`src/rtl/tft_ili9341_spi_rx.sv`:
```
// ILI9341 4-wire SPI + DC receiver: oversampled link, 9-bit {dc, byte} word FIFO, command/parameter tracking.
// Optional build macro FRAME_ERR_EN adds frameError/errCount reporting of truncated bytes.
module tft_ili9341_spi_rx #(
    parameter int SYNC_STAGES = 2,
    parameter int FIFO_DEPTH  = 8,
    parameter int CNT_W       = 8
) (
    input  logic             sysClk,
    input  logic             rstN,
    input  logic             tft_sck,
    input  logic             tft_sdi,
    input  logic             tft_dc,
    input  logic             tft_cs,
    output logic [8:0]       wordOut,
    output logic             wordValid,
    input  logic             wordReady,
    output logic [7:0]       lastCmd,
    output logic [CNT_W-1:0] paramIdx,
    output logic             overflow,
`ifdef FRAME_ERR_EN
    output logic             frameError,
    output logic [CNT_W-1:0] errCount,
`endif
    input  logic             clearFlags
);

    localparam int             AW       = $clog2(FIFO_DEPTH);
    localparam logic [AW:0]    FULL_CNT = (AW + 1)'(FIFO_DEPTH);

    logic [SYNC_STAGES-1:0] sckSync, sdiSync, dcSync, csSync;
    logic                   sckPrev, csPrev;
    logic                   sckS, sdiS, dcS, csS;
    logic                   sckRise, csFall, csRise, csActive, partialDrop;

    // Sync flops preset to the idle bus state so reset never fakes an edge.
    always_ff @(posedge sysClk or negedge rstN) begin
        if (!rstN) begin
            sckSync <= '1;
            csSync  <= '1;
            sdiSync <= '0;
            dcSync  <= '0;
            sckPrev <= 1'b1;
            csPrev  <= 1'b1;
        end else begin
            sckSync <= {sckSync[SYNC_STAGES-2:0], tft_sck};
            csSync  <= {csSync[SYNC_STAGES-2:0], tft_cs};
            sdiSync <= {sdiSync[SYNC_STAGES-2:0], tft_sdi};
            dcSync  <= {dcSync[SYNC_STAGES-2:0], tft_dc};
            sckPrev <= sckSync[SYNC_STAGES-1];
            csPrev  <= csSync[SYNC_STAGES-1];
        end
    end

    assign sckS        = sckSync[SYNC_STAGES-1];
    assign sdiS        = sdiSync[SYNC_STAGES-1];
    assign dcS         = dcSync[SYNC_STAGES-1];
    assign csS         = csSync[SYNC_STAGES-1];
    assign sckRise     = sckS & ~sckPrev;
    assign csFall      = ~csS & csPrev;
    assign csRise      = csS & ~csPrev;
    assign csActive    = ~csS;

    logic [2:0] bitCnt;
    logic [6:0] shiftReg;
    logic       pendValid;
    logic [8:0] pendWord;

    assign partialDrop = csRise && (bitCnt != 3'd0);

    always_ff @(posedge sysClk or negedge rstN) begin
        if (!rstN) begin
            bitCnt    <= '0;
            shiftReg  <= '0;
            pendValid <= 1'b0;
            pendWord  <= '0;
        end else begin
            pendValid <= 1'b0;
            if (csFall) begin
                bitCnt   <= '0;
                shiftReg <= '0;
            end else if (csRise) begin
                bitCnt <= '0;
            end else if (sckRise && csActive) begin
                shiftReg <= {shiftReg[5:0], sdiS};
                bitCnt   <= bitCnt + 3'd1;
                if (bitCnt == 3'd7) begin
                    pendValid <= 1'b1;
                    pendWord  <= {dcS, shiftReg, sdiS};
                end
            end
        end
    end

    // Tracking follows every completed word, including ones the FIFO drops.
    always_ff @(posedge sysClk or negedge rstN) begin
        if (!rstN) begin
            lastCmd  <= '0;
            paramIdx <= '0;
        end else if (pendValid) begin
            if (!pendWord[8]) begin
                lastCmd  <= pendWord[7:0];
                paramIdx <= '0;
            end else if (paramIdx != '1) begin
                paramIdx <= paramIdx + 1'b1;
            end
        end
    end

    logic [8:0]    mem [FIFO_DEPTH];
    logic [AW-1:0] wrPtr, rdPtr;
    logic [AW:0]   count;
    logic          full, pop, doWrite, dropped;

    assign full      = (count == FULL_CNT);
    assign wordValid = (count != '0);
    assign pop       = wordValid & wordReady;
    assign doWrite   = pendValid & (~full | pop);
    assign dropped   = pendValid & full & ~pop;

    // NOTE: storage has no reset; wordOut is gated by wordValid so stale contents never show.
    always_ff @(posedge sysClk) begin
        if (doWrite) mem[wrPtr] <= pendWord;
    end

    always_ff @(posedge sysClk or negedge rstN) begin
        if (!rstN) begin
            wrPtr    <= '0;
            rdPtr    <= '0;
            count    <= '0;
            overflow <= 1'b0;
        end else begin
            if (doWrite) wrPtr <= wrPtr + 1'b1;
            if (pop)     rdPtr <= rdPtr + 1'b1;
            case ({doWrite, pop})
                2'b10:   count <= count + 1'b1;
                2'b01:   count <= count - 1'b1;
                default: count <= count;
            endcase
            if (dropped)         overflow <= 1'b1;
            else if (clearFlags) overflow <= 1'b0;
        end
    end

    // NOTE: combinational blocks assign a default first so no path can infer a latch.
    always_comb begin
        wordOut = '0;
        if (wordValid) wordOut = mem[rdPtr];
    end

`ifdef FRAME_ERR_EN
    always_ff @(posedge sysClk or negedge rstN) begin
        if (!rstN) begin
            frameError <= 1'b0;
            errCount   <= '0;
        end else if (partialDrop) begin
            frameError <= 1'b1;
            if (errCount != '1) errCount <= errCount + 1'b1;
        end else if (clearFlags) begin
            frameError <= 1'b0;
            errCount   <= '0;
        end
    end
`else
    logic unusedDrop;
    assign unusedDrop = partialDrop;
`endif

endmodule
```
`config.mk`:
```
export PLATFORM = sky130hd
export DESIGN_NAME = tft_ili9341_spi_rx
export DESIGN_NICKNAME = d
export VERILOG_FILES = /design/src/rtl/tft_ili9341_spi_rx.sv
export SDC_FILE = /design/constraint.sdc
export NUM_CORES = 1
export LEC_CHECK = 0
export ABC_AREA = 1
export CAP_MARGIN = 20
export CORE_UTILIZATION = 53
export CTS_CLUSTER_DIAMETER = 40
export CTS_CLUSTER_SIZE = 12
export DETAILED_ROUTE_END_ITERATION = 16
export PLACE_DENSITY_LB_ADDON = 0.3
export SYNTH_ARGS = -nofsm -noshare
export SYNTH_HDL_FRONTEND = slang
export SYNTH_SLANG_ARGS = --single-unit
```
`constraint.sdc`:
```
create_clock -name sysClk -period 1.6 [get_ports sysClk]
set_input_delay 0.32 -clock sysClk [delete_from_list [all_inputs] [get_ports sysClk]]
set_output_delay 0.32 -clock sysClk [all_outputs]
set_load 0.01 [all_outputs]
```
==> metrics.md, run 1 <==
| Metric | Value |
|---|---|
| Most Frequent Cell on Critical Path | `nor2_1` |
| Initial antenna violation count | `0` |
| Chip Width | `a little over 100 um` |
| Failing checks | `setup timing` |
| Final ANT Viol Nets | `0` |
| CP Cell Sequence | `buf_6 > inv_6 > buf_8 > nor2_2 > o32ai_2 > nor2_1 > nor2_1 > buf_2` |
| Number of global-route vias before repair | `about 3,800` |
| Worst-margin pin slew | `roughly 0.39 ns` |
| Post-synth EDFFs | `72` |
| Num Clock Sinks | `roughly 130` |
| Req. time, crit path | `between 1 and 1.5 ns` |
| Setup ws final | `-0.547 ns` |
| Post-Synthesis Cell Area | `between 5000 and 6000 um^2` |
| CP arrival | `1.83 ns` |
| Final Slew Violations | `0` |
| Crit path max-delay family | `buffers and inverters` |
| Post-synth top area cell | `edfxtp_1` |
| Slew HR | `between 70% and 80%` |
| Final worst-path cycle share | `134%` |
| CP Capture Type | `primary output` |
| Clock transition at path regs | `0.06 ns` |
| GRT Overall Usage | `about 24%` |
| Nets@finish | `591` |
| Layout cells sized above 1 | `around a third` |
| Fin area | `between 7000 and 8000 um^2` |
| Fin. Hold Viols | `0` |
| Netlist cell types | `36` |
| Buf/Inv on CP | `4` |
| Vias per cell | `approximately 5.3` |
| # rows | `36` |
| Max stage delay on crit path | `approximately 0.4 ns` |
| Starting Density | `a little under three fifths` |
| Die Area | `between 10,000 and 15,000 um^2` |
| Ports | `35` |
| CTS tree | `built` |
| Synth warn | `0` |
| DRC viols | `0` |
| H-tree levels | `4` |
| Peak supply drop | `around 0.85 mV` |
| Synth-to-Final Area Change | `34.4%` |
| Final core utilization | `about 74%` |
| Register area share after synthesis | `between 60% and 70%` |
| Port bufs | `34` |
| Highest achievable clock rate | `approximately 470 MHz` |
| Die Y | `a little over 100 um` |
| Power Density | `~1500 nW/um^2` |
| Largest fanout on the critical path | `8` |
| Setup violators final | `85` |
| Synth top area share | `around two fifths` |
| Pre-CTS WS | `-0.535 ns` |
| Largest net degree at the start of global routing | `slightly below 60` |
| Status | `finished with violations` |
| Worst-Skew Late Latency | `0.52 ns` |
| DR iter-0 viols | `around 260` |
| Core ar. | `approximately 10000 um^2` |
| First-pass GRT wire length | `between 15,000 and 20,000 um` |
| Max-Cap Viols | `0` |
| Syn Inst Count | `475` |
| Hold WS | `0.207 ns` |
| Num CTS Buffers | `17` |
| Clock Skews | `slightly below 0.006 ns` |
| Slowest CP cell | `dfrtp_1` |
| Mapped Avg Cell Area | `roughly 11 um^2` |
| Placed cells | `around 670` |
| Unrepaired setup endpoints after global routing | `true` |
| Prevailing post-synth register cell | `edfxtp_1` |
| GRT overflow | `0` |
| Min Tclk post-route | `2.15 ns` |
| Vias post-DR | `between 3,000 and 4,000` |
| CTS max path bufs | `2` |
| Wirelength, routed | `approximately 12,000 um` |
| P_leak | `3.15 nW` |
| Number of synthesized register bits | `between 100 and 150` |
| Worst Hold Class | `primary input to flop` |
| Setup Crit Path Kind | `flop to primary output` |
| DP HPWL | `around 7300 um` |
| Critical Path Source Type | `flop` |
| Syn_nets | `491` |
| Post-synthesis async set-or-reset flop share | `between 40 and 50%` |
| Drt pass-1 iters | `5` |
| Gp weighted congestion | `about 0.8` |
| Final Non-Filler Cells | `just over 700` |
| # diodes | `0` |
| Area after DPL | `just over 6000 um^2` |
| WL/cell | `16.8 um` |
| Main area contributors after synthesis | `edfxtp_1 40%, dfrtp_1 24%, nor2_1 6.1%` |
| Root Buffer | `clkbuf_8` |
registers in the layout, indices dropped and copies added, names as in the netlist, 2 cells and up:
register,cells
bitCnt,3
count,4
csSync,2
dcSync,2
lastCmd,8
mem,72
paramIdx,8
pendWord,9
rdPtr,3
sckSync,2
sdiSync,2
shiftReg,7
wrPtr,3
repair_timing:
item | 4_1_cts | 5_1_grt
pin swaps | 20 | 20
hold buffers | 1 | 0
cloned | 5 | 1
hold endpoints to repair | 51 | 0
endpoints found under the setup margin | 100 | 92
buffers inserted | 10 | 10
gates resized for setup | 134 | 48
synth_stat cells, types with 9 or more instances:
cell type,n
nor2_1,88
o21ai_2,9
inv_1,37
o21ai_0,44
o32ai_1,9
edfxtp_1,72
o21ai_1,9
nand3_1,14
dfrtp_1,51
nand2_1,57
cell type report:
type | instances | area (um^2)
Tap cell | 133 | 166
Timing Repair Buffer | 95 | 930
Multi-Input combinational cell | 290 | 1830
Fill cell | 662 | 2550
Clock buffer | 19 | 447
Sequential cell | 129 | 3600
Inverter | 42 | 170
Clock inverter | 13 | 121
per-layer routing:
layer  vias to the layer above  GRT usage, %  routed length, um
met4                         0          10.9                220
li1                       1834             -                  -
met3                        19          6.24                574
met2                       111          41.9               6220
met1                      1843          28.6               5080
met5                         -             0                  0
layout by cell type (no fill, tap or decap), types with 10 or more instances in the layout:
cell | netlist | routed
inv_1 | 37 | 33
clkbuf_16 | 0 | 17
buf_2 | 6 | 10
nand3_1 | 14 | 13
o21ai_2 | 9 | 13
dlygate4sd2_1 | 0 | 17
o21ai_1 | 9 | 28
buf_4 | 4 | 30
dfrtp_1 | 51 | 49
nand2_1 | 57 | 43
nand2_2 | 6 | 14
o21ai_0 | 44 | 21
nor2_1 | 88 | 73
edfxtp_1 | 72 | 72
nor2_4 | 0 | 13
buf_6 | 4 | 20
path summary, 6_finish.rpt:
check / startpoint / to / slack, ns / depth (start not counted)
min in group asynchronous: rstN / sdiSync[1] / 0.32 / 3
worst max-delay path: rdPtr[0] / wordOut[1] / -0.55 / 8
max in group asynchronous: rstN / sckSync[0] / 0.98 / 3
worst min register to register: csSync[0] / csSync[1] / 0.36 / 0
worst min-delay path: tft_cs / csSync[0] / 0.21 / 1
worst max register to register: count[2] / mem[4][0] / -0.27 / 11
power by group:
part	switching, mW	internal [mW]
Combinational	1.98	1.63
Clock	1.47	2.19
Sequential	0.133	3.64
Total	3.58	7.45
kinds of logic (layout without fill, tap and decap cells):
kind of cell    after synthesis  in the layout  synth area share, %
fa+ha+maj                     8              8                 1.85
buf+inv                      58            169                 5.14
compound gates               82             82                 9.31
simple gates                185            187                 14.7
flops                       129            129                 66.5
mux                           8              8                 1.67
xor+xnor                      5              5                0.810
stage by stage:
stage / power, mW / setup TNS, ns
floorplan: 5.52 / -4.58
global placement: 6.64 / -21.65
detailed placement: 6.74 / -24.68
CTS: 10.7 / -10.34
global route: 11.6 / -25.14
finish: 11.0 / -17.85
Power figures use the tool's default switching activity.
==> run 2, diff against run 1 <==
--- a/config.mk
+++ b/config.mk
@@ -7,11 +7,14 @@
 export LEC_CHECK = 0
 export ABC_AREA = 1
 export CAP_MARGIN = 20
-export CORE_UTILIZATION = 53
+export CELL_PAD_IN_SITES_DETAIL_PLACEMENT = 0
+export CELL_PAD_IN_SITES_GLOBAL_PLACEMENT = 2
+export CORE_UTILIZATION = 36
 export CTS_CLUSTER_DIAMETER = 40
 export CTS_CLUSTER_SIZE = 12
 export DETAILED_ROUTE_END_ITERATION = 16
 export PLACE_DENSITY_LB_ADDON = 0.3
+export SKIP_LAST_GASP = 1
 export SYNTH_ARGS = -nofsm -noshare
 export SYNTH_HDL_FRONTEND = slang
 export SYNTH_SLANG_ARGS = --single-unit
==> metrics.md, run 2 (synthesized netlist as in run 1, its figures left out) <==
| Metric | Value |
|---|---|
| Status | `finished with violations` |
| Failing checks | `setup timing` |
| Setup ws final | `-0.507 ns` |
| Num CTS Buffers | `17` |
| Peak supply drop | `0.824 mV` |
| Max layer used | `met4` |
| Buf/Inv on CP | `4` |
| Setup violators final | `just under 80` |
| Max-Cap Viols | `0` |
| First-pass GRT wire length | `approximately 20,000 um` |
| Slowest CP cell | `dfrtp_1` |
| Number of global-route vias before repair | `3,806` |
| WL met3 | `496 um` |
| Worst Hold Class | `primary input to flop` |
| Hold WS | `0.303 ns` |
| Final Non-Filler Cells | `779` |
| Worst-Skew Late Latency | `between 0.4 and 0.5 ns` |
| CP Capture Type | `primary output` |
| Core ar. | `roughly 15,000 um^2` |
| Port bufs | `34` |
| Final ANT Viol Nets | `0` |
| Biggest registers after layout | `mem (72), pendWord (9)` |
| Gp weighted congestion | `roughly 0.8` |
| GRT Overall Usage | `around 17%` |
| Crit path max-delay family | `buffers and inverters` |
| R2r worst-path depth | `9` |
| Metal-1 WL | `5540 um` |
| Final Slew Violations | `0` |
| Met2 wire len | `between 6000 and 7000 um` |
| Vias post-DR | `between 3,000 and 4,000` |
| # diodes | `0` |
| Worst path depth | `8` |
| Setup Crit Path Kind | `flop to primary output` |
| Largest fanout on the critical path | `6` |
| CTS tree | `built` |
| Power Density | `approximately 1500 nW/um^2` |
| # rows | `44` |
| Largest net degree at the start of global routing | `37` |
| CTS max path bufs | `2` |
| P_leak | `~3.2 nW` |
| Highest achievable clock rate | `between 400 and 500 MHz` |
| Die Area | `~16,000 um^2` |
| DP HPWL | `between 7000 and 8000 um` |
| Critical Path Source Type | `flop` |
| Initial antenna violation count | `0` |
| CP Cell Sequence | `buf_6 > inv_8 > buf_6 > nor2_2 > o32ai_2 > nor2_1 > nor2_1 > buf_2` |
| Largest Register | `mem` |
| Layout cells sized above 1 | `about a third` |
| Max stage delay on crit path | `0.41 ns` |
| Clock transition at path regs | `0.06 ns` |
| Fillers | `1,269` |
| Wirelength, routed | `12,300 um` |
| Root Buffer | `clkbuf_16` |
| CP arrival | `approximately 1.8 ns` |
| Clock Skews | `0.00761 ns` |
| GRT overflow | `0` |
| Synth-to-Final Area Change | `38.0%` |
| Fin. Hold Viols | `0` |
| Starting Density | `about 37%` |
| Die Y | `about 120 um` |
| Placed cells | `between 700 and 800` |
| Min Tclk post-route | `approximately 2.1 ns` |
| H-tree levels | `4` |
| WL/cell | `15.8 um` |
| DR iter-0 viols | `around 200` |
| Slew HR | `around 67%` |
| Nets@finish | `approximately 600` |
| Chip Width | `approximately 120 um` |
| Commonest cells after routing, fill and taps aside | `74 x nor2_1, 72 x edfxtp_1, 49 x nand2_1, 49 x dfrtp_1` |
| Worst-margin pin slew | `slightly below 0.5 ns` |
| Tot Pwr | `approximately 11 mW` |
| DRC viols | `0` |
| Drt pass-1 iters | `6` |
| Max reg flops | `approximately 70` |
| Req. time, crit path | `approximately 1.3 ns` |
| Num Clock Sinks | `129` |
| Final worst-path cycle share | `132%` |
| Vias per cell | `slightly below 5` |
| Hold depth | `1` |
| Commonest non-fill, non-tap cell in the layout | `nor2_1` |
| Unrepaired setup endpoints after global routing | `true` |
| Ports | `35` |
-- run 2: path summary, 6_finish.rpt --
check / start / end / slack (ns)
worst max-delay path: rdPtr[0] / wordOut[8] / -0.51
worst min-delay path: tft_sck / sckSync[0] / 0.30
worst max register to register: count[3] / mem[0][4] / -0.17
worst min register to register: sdiSync[0] / sdiSync[1] / 0.35
max in group asynchronous: rstN / paramIdx[3] / 0.71
min in group asynchronous: rstN / lastCmd[3] / 0.39
-- run 2: metrics by stage --
step	TNS (ns)	setup slack, ns	instance area, um^2	util (%)
finish	-10.19	-0.507	7460	51.1
floorplan	-4.58	-0.127	5420	-
detailed placement	-25.95	-0.515	6320	43.3
global route	-16.68	-0.593	7460	51.1
CTS	-12.49	-0.547	7310	50.1
global placement	-25.67	-0.497	6320	43.3
-- run 2: worst reg2reg max path: cells and delay by family, from the launching register on --
kind,cells,cell delay (ns)
buf+inv,4,0.46
flops,1,0.40
simple gates,5,0.60
-- run 2: layout make-up --
cell class | instances | area (um^2) | share of cell area, %
Sequential cell | 129 | 3600 | 48.2
Multi-Input combinational cell | 288 | 1770 | 23.7
Timing Repair Buffer | 104 | 1070 | 14.4
Clock buffer | 21 | 514 | 6.89
Tap cell | 184 | 230 | 3.09
Inverter | 42 | 173 | 2.31
Clock inverter | 11 | 98.8 | 1.33
-- run 2: where the power goes --
part	leakage [nW]	switching, mW	total [mW]	internal (mW)
Clock	0.298	1.42	3.87	2.45
Sequential	1.46	0.0983	3.74	3.64
Combinational	1.46	1.97	3.75	1.78
-- run 2: per-layer routing --
metal	global-route usage, %	up-vias
met5	0	-
met4	6.73	0
met3	4.73	16
met2	27.1	75
met1	21.8	1806
li1	-	1850
-- run 2: repair_timing --
action	4_1_cts	5_1_grt
cloned	7	0
gates resized for setup	146	29
setup buffers	16	9
pin swaps	26	19
hold buffers	1	0
endpoints found under the setup margin	101	92
hold endpoints to repair	11	0
